--- src/rtl/alu_pipe_hs_if.sv ---
// alu_pipe_hs_if
//   Handshake bundle for alu_pipe_hs: operand/opcode input channel and
//   result/flag output channel.
//   Handshake rule for both channels: a transfer happens on the rising
//   clock edge where valid and ready are both 1. The sender holds its
//   payload stable while valid=1 and ready=0. Ready never depends on
//   the valid of the same channel.
//   Modports:
//     master - command source / result consumer
//              (drives in_valid, A, B, ALU_FUN, out_ready)
//     slave  - the ALU (drives in_ready, out_valid, ALU_OUT, carry, ovf,
//              zero, err)
interface alu_pipe_hs_if #(
    parameter int WIDTH = 8
);
    logic               in_valid;
    logic               in_ready;
    logic [WIDTH-1:0]   A;
    logic [WIDTH-1:0]   B;
    logic [3:0]         ALU_FUN;
    logic               out_valid;
    logic               out_ready;
    logic [2*WIDTH-1:0] ALU_OUT;
    logic               carry;
    logic               ovf;
    logic               zero;
    logic               err;

    modport master (
        output in_valid, A, B, ALU_FUN, out_ready,
        input  in_ready, out_valid, ALU_OUT, carry, ovf, zero, err
    );

    modport slave (
        input  in_valid, A, B, ALU_FUN, out_ready,
        output in_ready, out_valid, ALU_OUT, carry, ovf, zero, err
    );
endinterface

--- src/rtl/alu_pipe_hs.sv ---
// alu_pipe_hs
//   WIDTH-bit ALU with valid/ready on input and output, a one-deep
//   registered result (2*WIDTH bits plus carry/ovf/zero/err flags) and an
//   iterative restoring shift-subtract divider.
//   Ports:
//     CLK        clock, all state on rising edge
//     RST        asynchronous active-high reset
//     bus        alu_pipe_hs_if.slave (input and output channels)
//     state_dbg  FSM state for observation: 0 = IDLE, 1 = DIV
//   All single-cycle ops load the result register on the accept edge.
//   DIV with a non-zero divisor enters the DIV state and loads the result
//   WIDTH edges later; in_ready is held low throughout.
module alu_pipe_hs #(
    parameter int WIDTH  = 8,
    parameter bit DIV_EN = 1'b1
) (
    input  logic          CLK,
    input  logic          RST,
    alu_pipe_hs_if.slave  bus,
    output logic          state_dbg
);
    localparam int RW = 2 * WIDTH;
    localparam int CW = $clog2(WIDTH) + 1;

    typedef enum logic {IDLE = 1'b0, DIV = 1'b1} state_e;

    state_e           state_q, state_d;
    logic             out_valid_q, out_valid_d;
    logic [RW-1:0]    result_q, result_d;
    logic             carry_q, carry_d;
    logic             ovf_q, ovf_d;
    logic             zero_q, zero_d;
    logic             err_q, err_d;
    logic [WIDTH-1:0] rem_q, rem_d;
    logic [WIDTH-1:0] quo_q, quo_d;
    logic [WIDTH-1:0] dvs_q, dvs_d;
    logic [CW-1:0]    cnt_q, cnt_d;

    // single-cycle datapath
    logic [WIDTH:0]   sum;
    logic [WIDTH-1:0] diff;
    logic [RW-1:0]    prod;
    logic [RW-1:0]    op_res;
    logic             op_carry, op_ovf, op_err, div_start;

    // divider step
    logic [WIDTH:0]   rem_sh;
    logic [WIDTH-1:0] rem_nx, quo_nx;

    logic in_ready, accept;

    // RST gates in_ready so nothing is accepted while reset is held.
    assign in_ready = !RST && (state_q == IDLE) && (!out_valid_q || bus.out_ready);
    assign accept   = bus.in_valid && in_ready;

    always_comb begin
        sum       = {1'b0, bus.A} + {1'b0, bus.B};
        diff      = bus.A - bus.B;
        prod      = {{WIDTH{1'b0}}, bus.A} * {{WIDTH{1'b0}}, bus.B};
        op_res    = '0;
        op_carry  = 1'b0;
        op_ovf    = 1'b0;
        op_err    = 1'b0;
        div_start = 1'b0;
        case (bus.ALU_FUN)
            4'b0000: begin
                op_res   = {{(WIDTH-1){1'b0}}, sum};
                op_carry = sum[WIDTH];
                // operands of equal sign giving a result of the other sign
                op_ovf   = (bus.A[WIDTH-1] == bus.B[WIDTH-1]) &&
                           (sum[WIDTH-1] != bus.A[WIDTH-1]);
            end
            4'b0001: begin
                op_res   = {{WIDTH{1'b0}}, diff};
                op_carry = (bus.A < bus.B);
                op_ovf   = (bus.A[WIDTH-1] != bus.B[WIDTH-1]) &&
                           (diff[WIDTH-1] != bus.A[WIDTH-1]);
            end
            4'b0010: op_res = prod;
            4'b0011: begin
                if (!DIV_EN) begin
                    op_err = 1'b1;
                end else if (bus.B == '0) begin
                    op_res = {bus.A, {WIDTH{1'b1}}};
                    op_err = 1'b1;
                end else begin
                    div_start = 1'b1;
                end
            end
            4'b0100: op_res = {{WIDTH{1'b0}}, bus.A & bus.B};
            4'b0101: op_res = {{WIDTH{1'b0}}, bus.A | bus.B};
            4'b0110: op_res = {{WIDTH{1'b0}}, ~(bus.A & bus.B)};
            4'b0111: op_res = {{WIDTH{1'b0}}, ~(bus.A | bus.B)};
            4'b1000: op_res = '0;
            4'b1001: op_res = (bus.A == bus.B) ? RW'(1) : '0;
            4'b1010: op_res = (bus.A > bus.B)  ? RW'(2) : '0;
            4'b1011: op_res = (bus.A < bus.B)  ? RW'(3) : '0;
            4'b1100: op_res = {{WIDTH{1'b0}}, bus.A >> 1};
            4'b1101: op_res = {{WIDTH{1'b0}}, bus.A << 1};
            4'b1110: op_res = {{WIDTH{1'b0}}, bus.B >> 1};
            default: op_res = {{WIDTH{1'b0}}, bus.B << 1};
        endcase
    end

    // One restoring iteration: shift the next dividend bit into the
    // partial remainder and subtract the divisor when it fits. The
    // remainder entering a step is below the divisor, so after the shift
    // it needs one extra bit, and after the conditional subtract it fits
    // back into WIDTH bits.
    always_comb begin
        rem_sh = {rem_q, quo_q[WIDTH-1]};
        quo_nx = {quo_q[WIDTH-2:0], 1'b0};
        rem_nx = rem_sh[WIDTH-1:0];
        if (rem_sh >= {1'b0, dvs_q}) begin
            rem_nx    = rem_sh[WIDTH-1:0] - dvs_q;
            quo_nx[0] = 1'b1;
        end
    end

    always_comb begin
        state_d     = state_q;
        out_valid_d = out_valid_q;
        result_d    = result_q;
        carry_d     = carry_q;
        ovf_d       = ovf_q;
        zero_d      = zero_q;
        err_d       = err_q;
        rem_d       = rem_q;
        quo_d       = quo_q;
        dvs_d       = dvs_q;
        cnt_d       = cnt_q;

        if (out_valid_q && bus.out_ready) begin
            out_valid_d = 1'b0;
        end

        case (state_q)
            IDLE: begin
                if (accept) begin
                    if (div_start) begin
                        state_d = DIV;
                        rem_d   = '0;
                        quo_d   = bus.A;
                        dvs_d   = bus.B;
                        cnt_d   = '0;
                    end else begin
                        result_d    = op_res;
                        carry_d     = op_carry;
                        ovf_d       = op_ovf;
                        err_d       = op_err;
                        zero_d      = (op_res == '0);
                        out_valid_d = 1'b1;
                    end
                end
            end
            default: begin
                rem_d = rem_nx;
                quo_d = quo_nx;
                cnt_d = cnt_q + 1'b1;
                if (cnt_q == CW'(WIDTH - 1)) begin
                    state_d     = IDLE;
                    result_d    = {rem_nx, quo_nx};
                    carry_d     = 1'b0;
                    ovf_d       = 1'b0;
                    err_d       = 1'b0;
                    zero_d      = ({rem_nx, quo_nx} == '0);
                    out_valid_d = 1'b1;
                end
            end
        endcase
    end

    always_ff @(posedge CLK or posedge RST) begin
        if (RST) begin
            state_q     <= IDLE;
            out_valid_q <= 1'b0;
            result_q    <= '0;
            carry_q     <= 1'b0;
            ovf_q       <= 1'b0;
            zero_q      <= 1'b0;
            err_q       <= 1'b0;
            rem_q       <= '0;
            quo_q       <= '0;
            dvs_q       <= '0;
            cnt_q       <= '0;
        end else begin
            state_q     <= state_d;
            out_valid_q <= out_valid_d;
            result_q    <= result_d;
            carry_q     <= carry_d;
            ovf_q       <= ovf_d;
            zero_q      <= zero_d;
            err_q       <= err_d;
            rem_q       <= rem_d;
            quo_q       <= quo_d;
            dvs_q       <= dvs_d;
            cnt_q       <= cnt_d;
        end
    end

    assign bus.in_ready  = in_ready;
    assign bus.out_valid = out_valid_q;
    assign bus.ALU_OUT   = result_q;
    assign bus.carry     = carry_q;
    assign bus.ovf       = ovf_q;
    assign bus.zero      = zero_q;
    assign bus.err       = err_q;
    assign state_dbg     = (state_q == DIV);
endmodule
--- src/flat_wrapper.sv ---
// flat-port wrapper written by rule: the top's interface ports become plain ports
module alu_pipe_hs_flat 
#(
    parameter int WIDTH  = 8,
    parameter bit DIV_EN = 1'b1
)
  (CLK, RST, state_dbg, bus_in_valid, bus_A, bus_B, bus_ALU_FUN, bus_out_ready, bus_in_ready, bus_out_valid, bus_ALU_OUT, bus_carry, bus_ovf, bus_zero, bus_err);
  alu_pipe_hs_if #(.WIDTH(WIDTH)) bus_i ();
  input  logic CLK;
  input  logic RST;
  output logic state_dbg;
  input wire logic [$bits(bus_i.in_valid)-1:0] bus_in_valid;
  input wire logic [$bits(bus_i.A)-1:0] bus_A;
  input wire logic [$bits(bus_i.B)-1:0] bus_B;
  input wire logic [$bits(bus_i.ALU_FUN)-1:0] bus_ALU_FUN;
  input wire logic [$bits(bus_i.out_ready)-1:0] bus_out_ready;
  output wire logic [$bits(bus_i.in_ready)-1:0] bus_in_ready;
  output wire logic [$bits(bus_i.out_valid)-1:0] bus_out_valid;
  output wire logic [$bits(bus_i.ALU_OUT)-1:0] bus_ALU_OUT;
  output wire logic [$bits(bus_i.carry)-1:0] bus_carry;
  output wire logic [$bits(bus_i.ovf)-1:0] bus_ovf;
  output wire logic [$bits(bus_i.zero)-1:0] bus_zero;
  output wire logic [$bits(bus_i.err)-1:0] bus_err;
  assign bus_i.in_valid = bus_in_valid;
  assign bus_i.A = bus_A;
  assign bus_i.B = bus_B;
  assign bus_i.ALU_FUN = bus_ALU_FUN;
  assign bus_i.out_ready = bus_out_ready;
  assign bus_in_ready = bus_i.in_ready;
  assign bus_out_valid = bus_i.out_valid;
  assign bus_ALU_OUT = bus_i.ALU_OUT;
  assign bus_carry = bus_i.carry;
  assign bus_ovf = bus_i.ovf;
  assign bus_zero = bus_i.zero;
  assign bus_err = bus_i.err;
  alu_pipe_hs #(.WIDTH(WIDTH), .DIV_EN(DIV_EN)) u_core (.CLK(CLK), .RST(RST), .bus(bus_i), .state_dbg(state_dbg));
endmodule
--- config.mk ---
export PLATFORM = sky130hd
export DESIGN_NAME = alu_pipe_hs_flat
export DESIGN_NICKNAME = d
export VERILOG_FILES = /design/src/rtl/alu_pipe_hs_if.sv /design/src/rtl/alu_pipe_hs.sv /design/src/flat_wrapper.sv
export SDC_FILE = /design/constraint.sdc
export NUM_CORES = 1
export LEC_CHECK = 0
export BUFFER_PORTS_ARGS = -buffer_cell sky130_fd_sc_hd__buf_2
export CAP_MARGIN = 20
export CORE_ASPECT_RATIO = 0.75
export CORE_UTILIZATION = 35
export DETAILED_ROUTE_END_ITERATION = 6
export GPL_ROUTABILITY_DRIVEN = 1
export SLEW_MARGIN = 20
export SYNTH_ARGS = -nofsm -noshare
export SYNTH_HDL_FRONTEND = slang
export SYNTH_SLANG_ARGS = --single-unit
export TNS_END_PERCENT = 1
--- constraint.sdc ---
create_clock -name CLK -period 3.02 [get_ports CLK]
set_input_delay 0.604 -clock CLK [delete_from_list [all_inputs] [get_ports CLK]]
set_output_delay 0.604 -clock CLK [all_outputs]
set_load 0.01 [all_outputs]
==> results.toml, run 1 <==
[placed_design]
post-place-ws_ps = -2520
dpl_cell_area_um2 = 8210
port_buffers = 46
routabilityCongestion = 0.989
dp_hpwl_mm = 20.0

[timing]
finalHoldViolCount = 0
postLayoutSetupSlackWorst_ps = -2030
max_freq_mhz = 198
rsz0062_at_grt = "yes"
worst_slew_pin_slew_ps = 793
fin_skew_ps = 12.2
period_minus_slack_ps = 5050
worst_hold_slack_ps = 483
slew_headroom_pct = 46.4
drv_slew = 0
post-route-period-util_pct = 167
fin_tns_setup_ps = -19860
setup_viol = 14

[clocking]
clockBufferDepth = 2
clockRootBuffer = "clkbuf_16"
cts_made_buffers = 5
clk_pin_slew_ps = 80
cts_hold_buf = 0
tritoncts = "built"
clock_latency_ps = 300
cts_sinks = 50
cts_max_level = 2

[synth]
synthFlopType = "dfrtp_1"
syn_inst = 780
yosys_warnings = 0
synth_top_area_cell = "dfrtp_1"
yosysUniqueCellTypes = 69
netlist_area_um2 = 6310
seq_area_frac_synth_pct = 19.8
synthTopCellsByArea = "dfrtp_1 (20%), ha_1 (14%), fa_1 (12%)"
syn-num-nets = 912
ys_ff_latch = 50
synthArstFlopShare_pct = 100
synth_top_area_share_pct = 19.8
avgSynthCellArea_um2 = 8.09
synth_edf_count = 0

[critical_path]
cp_cell_sequence = "buf_4 > clkinvlp_4 > nor2_1 > fa_1 > fa_1 > ha_1 > inv_1 > fa_1 > inv_1 > ha_1 > o21ai_0 > o21bai_1 > nand2_1 > o221ai_1 > a221o_1 > nor4b_1 > nand4_1 > or4_1 > o211ai_2"
worstPathMaxFanout = 5
reg2reg_depth = 11
timing.rr.start = "u_core.rem_q[0]"
crit_path_start_kind = "primary input"
critPathMaxStageDelay_ps = 530
critPathKind = "primary input to flop"
arrival_ps = 5270
r2r_setup_slack_ps = 70
required_ps = 3250
r2r-end = "u_core.bus.ALU_OUT[14]"
endpoint_kind = "flop"
crit_top_cell = "fa_1"
crit_slowest_cell = "fa_1"

[floorplan]
rows = 42
die_h_um = 118
core_area_um2 = 17700
start_util_pct = 35.7
die_w_um = 157
ios = 47
dieArea_um2 = 18600

[pwr]
power.leakage_nw = 4.27
ir_drop_v = 0.000434
power_density_nw_per_um2 = 650

[global_route]
grt_pass1_wl_mm = 37.9
grt_pass1_vias = 6553
grt_use_total_pct = 27.0
grt_start_max_net_pins = 51
grt_overflow = 0
antenna_found_initial = 0

[min_path]
hp-class = "flop to flop"
min_path_cells = 2
hp-start = "u_core.bus.ALU_OUT[0]"
min_to = "u_core.bus.ALU_OUT[0]"

[status]
failed_checks = "setup timing"
outcome = "finished, violations left"

[route]
dr.pass1.iters = 5
finalWirelength_mm = 24.2
drc = 0
ant_nets = 0
routedWlPerCell_um = 19.5
dr.first_iter.drc_count = 680
routed-via-count = 6924
viasPerCell = 5.57

[cells_and_area]
nFillCells = 1717
final_common_cell = "buf_4"
post-route-util_pct = 50.0
fin_nets = 1132
final_cell_mix = "buf_4 (199), nand2_1 (72), inv_1 (72), nor2_1 (71), ha_1 (63)"
syn2layout_area_growth_pct = 39.9
regArea_um2 = 1250
diodes = 0
multi_input_area_um2 = 4850
drive_gt1_share_pct = 33.2
final_area_um2 = 8820

[job]
drv_cap = 0
[Yosys cell counts, types with 5 or more instances]
| master | count |
|---|---|
| o21ai_0 | 56 |
| nor4_1 | 15 |
| mux2i_1 | 8 |
| o22ai_1 | 8 |
| nor2b_1 | 14 |
| nand2_1 | 74 |
| o31ai_1 | 5 |
| a211oi_1 | 12 |
| nor3_1 | 12 |
| fa_1 | 39 |
| nand2b_1 | 9 |
| a31oi_1 | 7 |
| a221o_1 | 5 |
| a32oi_1 | 5 |
| clkinv_1 | 11 |
| and3_1 | 5 |
| xor2_1 | 8 |
| a22oi_1 | 24 |
| dfrtp_1 | 50 |
| inv_1 | 79 |
| clkbuf_1 | 25 |
| nand3_1 | 21 |
| or3_1 | 5 |
| xnor2_1 | 7 |
| nor2_1 | 82 |
| nand4_1 | 8 |
| o21bai_1 | 6 |
| a21oi_1 | 27 |
| ha_1 | 69 |
| a21o_1 | 7 |
[layout make-up]
| type | count | share of cell area [%] |
|---|---|---|
| clock buffers | 6 | 1.57 |
| repair buffers | 247 | 20.9 |
| inverters | 92 | 4.55 |
| clock inverters | 2 | 0.440 |
| multi-input cells | 604 | 54.9 |
| flip-flops and latches | 50 | 14.2 |
| well taps | 242 | 3.43 |
[stage by stage]
stage / instances / power (mW)
2_1_floorplan: 780 / 3.22
3_3_place_gp: 1222 / 4.61
3_5_place_dp: 1222 / 4.64
4_1_cts: 1243 / 5.63
5_1_grt: 1243 / 6.17
6_report: 1243 / 5.74
[repair_timing]
item	CTS	global route
setup endpoints to repair	16	19
setup buffers	13	0
pin swaps	32	5
gates resized for setup	69	17
[power by group]
part           switching [mW]  internal (mW)  leakage (nW)  total [mW]
Sequential              0.230          0.937         0.647        1.17
Clock                   0.271          0.417        0.0875       0.688
Combinational            2.11           1.78          3.54        3.88
[how the worst max path moves through the flow]
stage | from | to | slack [ps]
finish | bus_A[0] | u_core.bus.zero | -2030
global route | bus_A[0] | u_core.bus.zero | -2230
CTS | bus_A[0] | u_core.bus.zero | -2000
detailed placement | bus_A[3] | u_core.bus.zero | -2520
global placement | bus_A[3] | u_core.bus.zero | -2560
floorplan | bus_B[5] | u_core.bus.zero | -1940
[kinds of logic after synthesis]
kind of cell / synth area share (%)
xor gates and xnor gates: 2.08
adders and majority gates: 26.1
AOI/OAI and AO/OA: 21.5
buffers and inverters: 7.93
muxes: 2.16
DFF: 19.8
and+or+nand+nor: 20.4
[worst max-delay path, delay by kind of cell]
family	cells	cell delay, ps
buf+inv	4	360
compound gates	5	1110
fa+ha+maj	5	2120
simple gates	5	1090
[registers in the layout, summed over array words and instances (netlist names)]
name                  count
u_core.bus.out_valid      1
u_core.state_dbg          1
u_core.rem_q              8
u_core.cnt_q              4
u_core.bus.zero           1
u_core.bus.carry          1
u_core.bus.ovf            1
u_core.dvs_q              8
u_core.quo_q              8
u_core.bus.err            1
u_core.bus.ALU_OUT       16
[layer usage]
layer,track usage (%),wire length [um],up-vias
met3,6.45,2760,32
li1,-,-,3206
met1,43.0,11700,3334
met2,36.0,9370,352
met4,4.85,422,0
met5,0,0,-
(Power assumes the default switching activity.)
==> run 2: changes to the inputs <==
--- a/config.mk
+++ b/config.mk
@@ -11,6 +11,7 @@
 export CORE_UTILIZATION = 35
 export DETAILED_ROUTE_END_ITERATION = 6
 export GPL_ROUTABILITY_DRIVEN = 1
+export PLACE_DENSITY = 0.56
 export SLEW_MARGIN = 20
 export SYNTH_ARGS = -nofsm -noshare
 export SYNTH_HDL_FRONTEND = slang
==> run 2 against run 1 <==
The flow still finishes with violations (setup timing). Register-to-register slack improved by 60 ps. Non-clock buffer count fell by 8. Final cell count is 0.64% lower. Cell area decreased by 1.8%. Combinational power down 3%. Sequential power about the same. Fmax rose by 0.82%. Via count decreased by 2.7%. Sequential share of layout area rose by 0.26 points. Core utilization down 0.89 points. Die area unchanged. Critical path depth unchanged. Largest power group unchanged.
==> results.toml, run 2 (synthesis results as in run 1) <==
[floorplan]
dieArea_um2 = 18600
start_util_pct = 35.7
rows = 42
die_h_um = 118
die_w_um = 157
core_area_um2 = 17700
ios = 47

[critical_path]
worst-path-buf-inv = 4
required_ps = 3250
endpoint_kind = "flop"
arrival_ps = 5230
r2r_setup_slack_ps = 130
crit_path_start_kind = "primary input"
crit_slowest_cell = "fa_1"
critPathMaxStageDelay_ps = 540
critPathKind = "primary input to flop"
reg2reg_depth = 12
worstPathMaxFanout = 6
r2r-end = "u_core.bus.ALU_OUT[14]"
path_delay_family = "adder cells"
crit_top_cell = "fa_1"
timing.rr.start = "u_core.dvs_q[1]"
cp_cell_sequence = "buf_4 > clkinv_4 > nor2_1 > fa_2 > fa_1 > inv_1 > fa_1 > fa_1 > inv_1 > ha_2 > o21ai_1 > o21ai_0 > nor2_1 > or4_4 > o22ai_4 > and4b_1 > nand4_1 > or4_1 > o211ai_2"

[route]
drc = 0
ant_nets = 0
routedWlPerCell_um = 19.5
dr.first_iter.drc_count = 735
finalWirelength_mm = 24.1
viasPerCell = 5.46
routed-via-count = 6738
dr.pass1.iters = 5

[clocking]
clockRootBuffer = "clkbuf_16"
clk_pin_slew_ps = 70
cts_made_buffers = 5
cts_max_level = 2
clockBufferDepth = 2
clock_latency_ps = 300
tritoncts = "built"
cts_sinks = 50
cts_hold_buf = 0

[timing]
post-route-period-util_pct = 166
worst_slew_pin_slew_ps = 643
slew_headroom_pct = 56.8
finalHoldViolCount = 0
setup_viol = 14
max_freq_mhz = 200
rsz0062_at_grt = "yes"
drv_slew = 0
period_minus_slack_ps = 5010
worst_hold_slack_ps = 485
fin_skew_ps = 5.92
postLayoutSetupSlackWorst_ps = -1990

[cells_and_area]
fin_nets = 1124
syn2layout_area_growth_pct = 37.4
final_area_um2 = 8670
post-route-util_pct = 49.1
nFillCells = 1727
drive_gt1_share_pct = 32.1
diodes = 0
final_common_cell = "buf_4"
final_cell_mix = "buf_4 (195), nand2_1 (74), inv_1 (72), nor2_1 (71), ha_1 (61)"
largest_register_ffs = 16

[global_route]
grt_use_total_pct = 27.2
grt_overflow = 0
grt_start_max_net_pins = 51
antenna_found_initial = 0
grt_pass1_vias = 6402
grt_pass1_wl_mm = 37.6

[status]
failed_checks = "setup timing"
outcome = "finished, violations left"

[min_path]
min_to = "u_core.dvs_q[4]"
min_path_cells = 2
hp-start = "u_core.dvs_q[4]"
hp-class = "flop to flop"

[placed_design]
dpl_cell_area_um2 = 8200
post-place-ws_ps = -2490
routabilityCongestion = 1.02
dp_hpwl_mm = 20.0
port_buffers = 46

[pwr]
power_density_nw_per_um2 = 643
ir_drop_v = 0.000383
power.leakage_nw = 4.19

[job]
drv_cap = 0
==> run 2: cell count changes in the layout (fill, tap and decap cells not counted), sizes merged <==
cell / previous run / this run
clkinvlp: 5 / 6
buf: 247 / 239
bufinv: 1 / 0
==> run 2: metrics by stage <==
step	TNS (ps)	instances	total power, mW
CTS	-18770	1234	5.49
global placement	-26420	1219	4.69
global route	-21920	1235	6.03
detailed placement	-26320	1219	4.70
floorplan	-16300	780	3.22
finish	-18850	1235	5.58
==> run 2: per-layer routing <==
metal	GRT usage (%)	vias to the layer above	part of all wire, %
met5	0	-	0
met4	5.16	0	2.0
met3	7.11	34	10
met2	35.4	306	38
met1	43.9	3217	50
li1	-	3181	-
==> run 2: repair_timing <==
action | CTS | global route
endpoints found under the hold margin | 0 | 0
setup buffers | 7 | 1
gates resized for setup | 48 | 18
setup endpoints to repair | 16 | 23
pin swaps | 30 | 7
==> run 2: layout make-up <==
| type | instances | area [um^2] | share of cell area, % |
|---|---|---|---|
| clock buffer | 6 | 139 | 1.60 |
| multi-input combinational | 604 | 4790 | 55.2 |
| inverter | 92 | 400 | 4.62 |
| tap | 242 | 303 | 3.49 |
| sequential | 50 | 1250 | 14.4 |
| timing repair buffer | 239 | 1770 | 20.5 |
| clock inverter | 2 | 16.3 | 0.188 |
==> run 2: report_power, final <==
group	switching (mW)	total, mW	internal [mW]
combinational	2.03	3.77	1.74
sequential	0.267	1.20	0.936
clock	0.272	0.605	0.333
total	2.57	5.58	3.01
==> run 2: worst register-to-register path, delay by kind of cell, from the launching register on <==
kind	cells	cell delay [ps]
adders and majority gates	1	300
buffers and inverters	2	270
DFF	1	410
and+or+nand+nor	2	230
muxes	1	340
AOI/OAI and AO/OA	6	1230
==> run 2: worst max path at each step <==
stage / cells after the start / from / end
floorplan: 18 / bus_B[5] / u_core.bus.zero
finish: 19 / bus_B[4] / u_core.bus.zero
global placement: 19 / bus_B[7] / u_core.bus.zero
CTS: 22 / bus_B[5] / u_core.bus.zero
detailed placement: 19 / bus_B[4] / u_core.bus.zero
global route: 22 / bus_B[5] / u_core.bus.zero
==> run 3: changes to the inputs <==
==> constraint.sdc (replaced) <==
create_clock -name CLK -period 6 [get_ports CLK]
set_input_delay 1.2 -clock CLK [delete_from_list [all_inputs] [get_ports CLK]]
set_output_delay 1.2 -clock CLK [all_outputs]
set_load 0.01 [all_outputs]
==> run 3 against run 2 <==
The flow now finishes without violations. Final cell count shrank 8.7%. Global-route usage shrank 2.4 points. Clock-buffer cell count shrank 1. Flip-flop and latch count is the same. Routed wire length shrank 6.6%. Register-to-register slack gained 2400 ps. Die area is the same. Total power shrank 54%. Cell area shrank 12%. Core utilization shrank 5.9 points. First-iteration DRC count shrank 3.5%. Critical path type unchanged. Critical endpoint unchanged. Largest cell class unchanged.
==> results.toml, run 3 (synthesis results as in run 1) <==
[status]
outcome = "completed"

[floorplan]
dieArea_um2 = 18600
die_h_um = 118
die_w_um = 157
start_util_pct = 35.7
ios = 47
core_area_um2 = 17700
rows = 42

[pwr]
power.leakage_nw = 3.66
power_density_nw_per_um2 = 337
ir_drop_v = 0.000254

[timing]
max_freq_mhz = 172
fin_tns_setup_ps = 0
post-route-period-util_pct = 97.0
fin_skew_ps = 10.9
slew_headroom_pct = 28.8
worst_slew_pin_slew_ps = 1070
period_minus_slack_ps = 5820
setup_viol = 0
worst_hold_slack_ps = 483
finalHoldViolCount = 0
drv_slew = 0

[placed_design]
dpl_cell_area_um2 = 7320
port_buffers = 46
place.detailed.instances = 1119
routabilityCongestion = 1.01
dp_hpwl_mm = 18.0

[cells_and_area]
final_common_cell = "buf_4"
syn2layout_area_growth_pct = 20.9
post-route-util_pct = 43.2
drive_gt1_share_pct = 21.3
final_cells = 1128
diodes = 0
largest_register_ffs = 16
final_area_um2 = 7620
fin_nets = 1017
final_cell_mix = "buf_4 (86), inv_1 (76), nand2_1 (74), nor2_1 (74), ha_1 (64)"

[route]
dr.first_iter.drc_count = 709
finalWirelength_mm = 22.5
routed-via-count = 6366
dr.pass1.iters = 5
viasPerCell = 5.64
ant_nets = 0
routedWlPerCell_um = 20.0
drc = 0

[clocking]
cts_max_level = 2
tritoncts = "built"
cts_hold_buf = 0
clock_latency_ps = 300
clockBufferDepth = 2
cts_sinks = 50
clk_pin_slew_ps = 70
cts_made_buffers = 5
clockRootBuffer = "clkbuf_16"

[critical_path]
crit_top_cell = "fa_1"
worstPathMaxFanout = 5
crit_path_start_kind = "primary input"
required_ps = 6230
path_delay_family = "adder cells"
crit_slowest_cell = "fa_1"
critPathMaxStageDelay_ps = 550
r2r_setup_slack_ps = 2480
cp_cell_sequence = "clkbuf_4 > clkinv_2 > buf_4 > nor2_1 > fa_2 > fa_1 > inv_1 > fa_1 > fa_1 > inv_1 > ha_2 > o21ai_1 > buf_4 > o21ai_0 > nor2_1 > or4_4 > o22ai_2 > and4b_1 > nand4_1 > or4_4 > o211ai_2"
endpoint_kind = "flop"
worst-path-buf-inv = 6
reg2reg_depth = 11
timing.rr.start = "u_core.state_dbg"
arrival_ps = 6050
critPathKind = "primary input to flop"
r2r-end = "u_core.bus.zero"

[global_route]
grt_pass1_wl_mm = 35.0
antenna_found_initial = 0
grt_overflow = 0
grt_pass1_vias = 5910
grt_use_total_pct = 24.9
grt_start_max_net_pins = 51

[min_path]
hp-start = "u_core.bus.ALU_OUT[0]"
hp-class = "flop to flop"
min_path_cells = 2
min_to = "u_core.bus.ALU_OUT[0]"

[job]
drv_cap = 0
==> run 3: report_power, final <==
group	switching, mW	internal (mW)
registers	0.116	0.472
logic	0.980	0.701
clock network	0.143	0.159
total	1.24	1.33
==> run 3: what timing repair did <==
item	4_1_cts	5_1_grt
pin swaps	4	13
gates resized for setup	13	34
setup buffers	1	0
setup endpoints to repair	1	2
==> run 3: worst max-delay path by stage <==
| stage | from | end | slack, ps | depth (start not counted) |
|---|---|---|---|---|
| final | bus_A[2] | u_core.bus.zero | 180 | 21 |
| after global routing | bus_A[2] | u_core.bus.zero | -20 | 21 |
| after CTS | bus_B[6] | u_core.bus.zero | 6 | 20 |
| after detailed placement | bus_A[2] | u_core.bus.zero | -320 | 21 |
| after global placement | bus_A[2] | u_core.bus.zero | -320 | 20 |
| after floorplan | bus_B[6] | u_core.bus.zero | 20 | 18 |
==> run 3: final cells by class <==
| type | count | area (um^2) |
|---|---|---|
| clock inverter | 3 | 26.3 |
| timing repair buffer | 132 | 883 |
| clock buffer | 5 | 125 |
| multi-input combinational | 604 | 4680 |
| fill | 1840 | 10000 |
| tap | 242 | 303 |
| inverter | 92 | 360 |
| sequential | 50 | 1250 |
==> run 3: metrics by stage <==
stage	worst slack (ps)	power (mW)
finish	180	2.57
global route	-19.3	2.78
CTS	5.61	2.50
detailed placement	-321	2.19
global placement	-319	2.17
floorplan	22.2	1.59
==> run 3: worst register-to-register path: cells and delay by family, from the launching register on <==
kind	cells	cell delay [ps]
compound gates	1	140
buf+inv	3	690
flops	1	360
simple gates	7	2240
==> run 3: layer usage <==
metal | vias up | part of all wire (%) | track usage [%]
li1 | 2973 | - | -
met4 | 0 | 1.3 | 3.88
met3 | 24 | 10 | 7.00
met1 | 3077 | 50 | 39.7
met2 | 292 | 39 | 32.6
met5 | - | 0 | 0
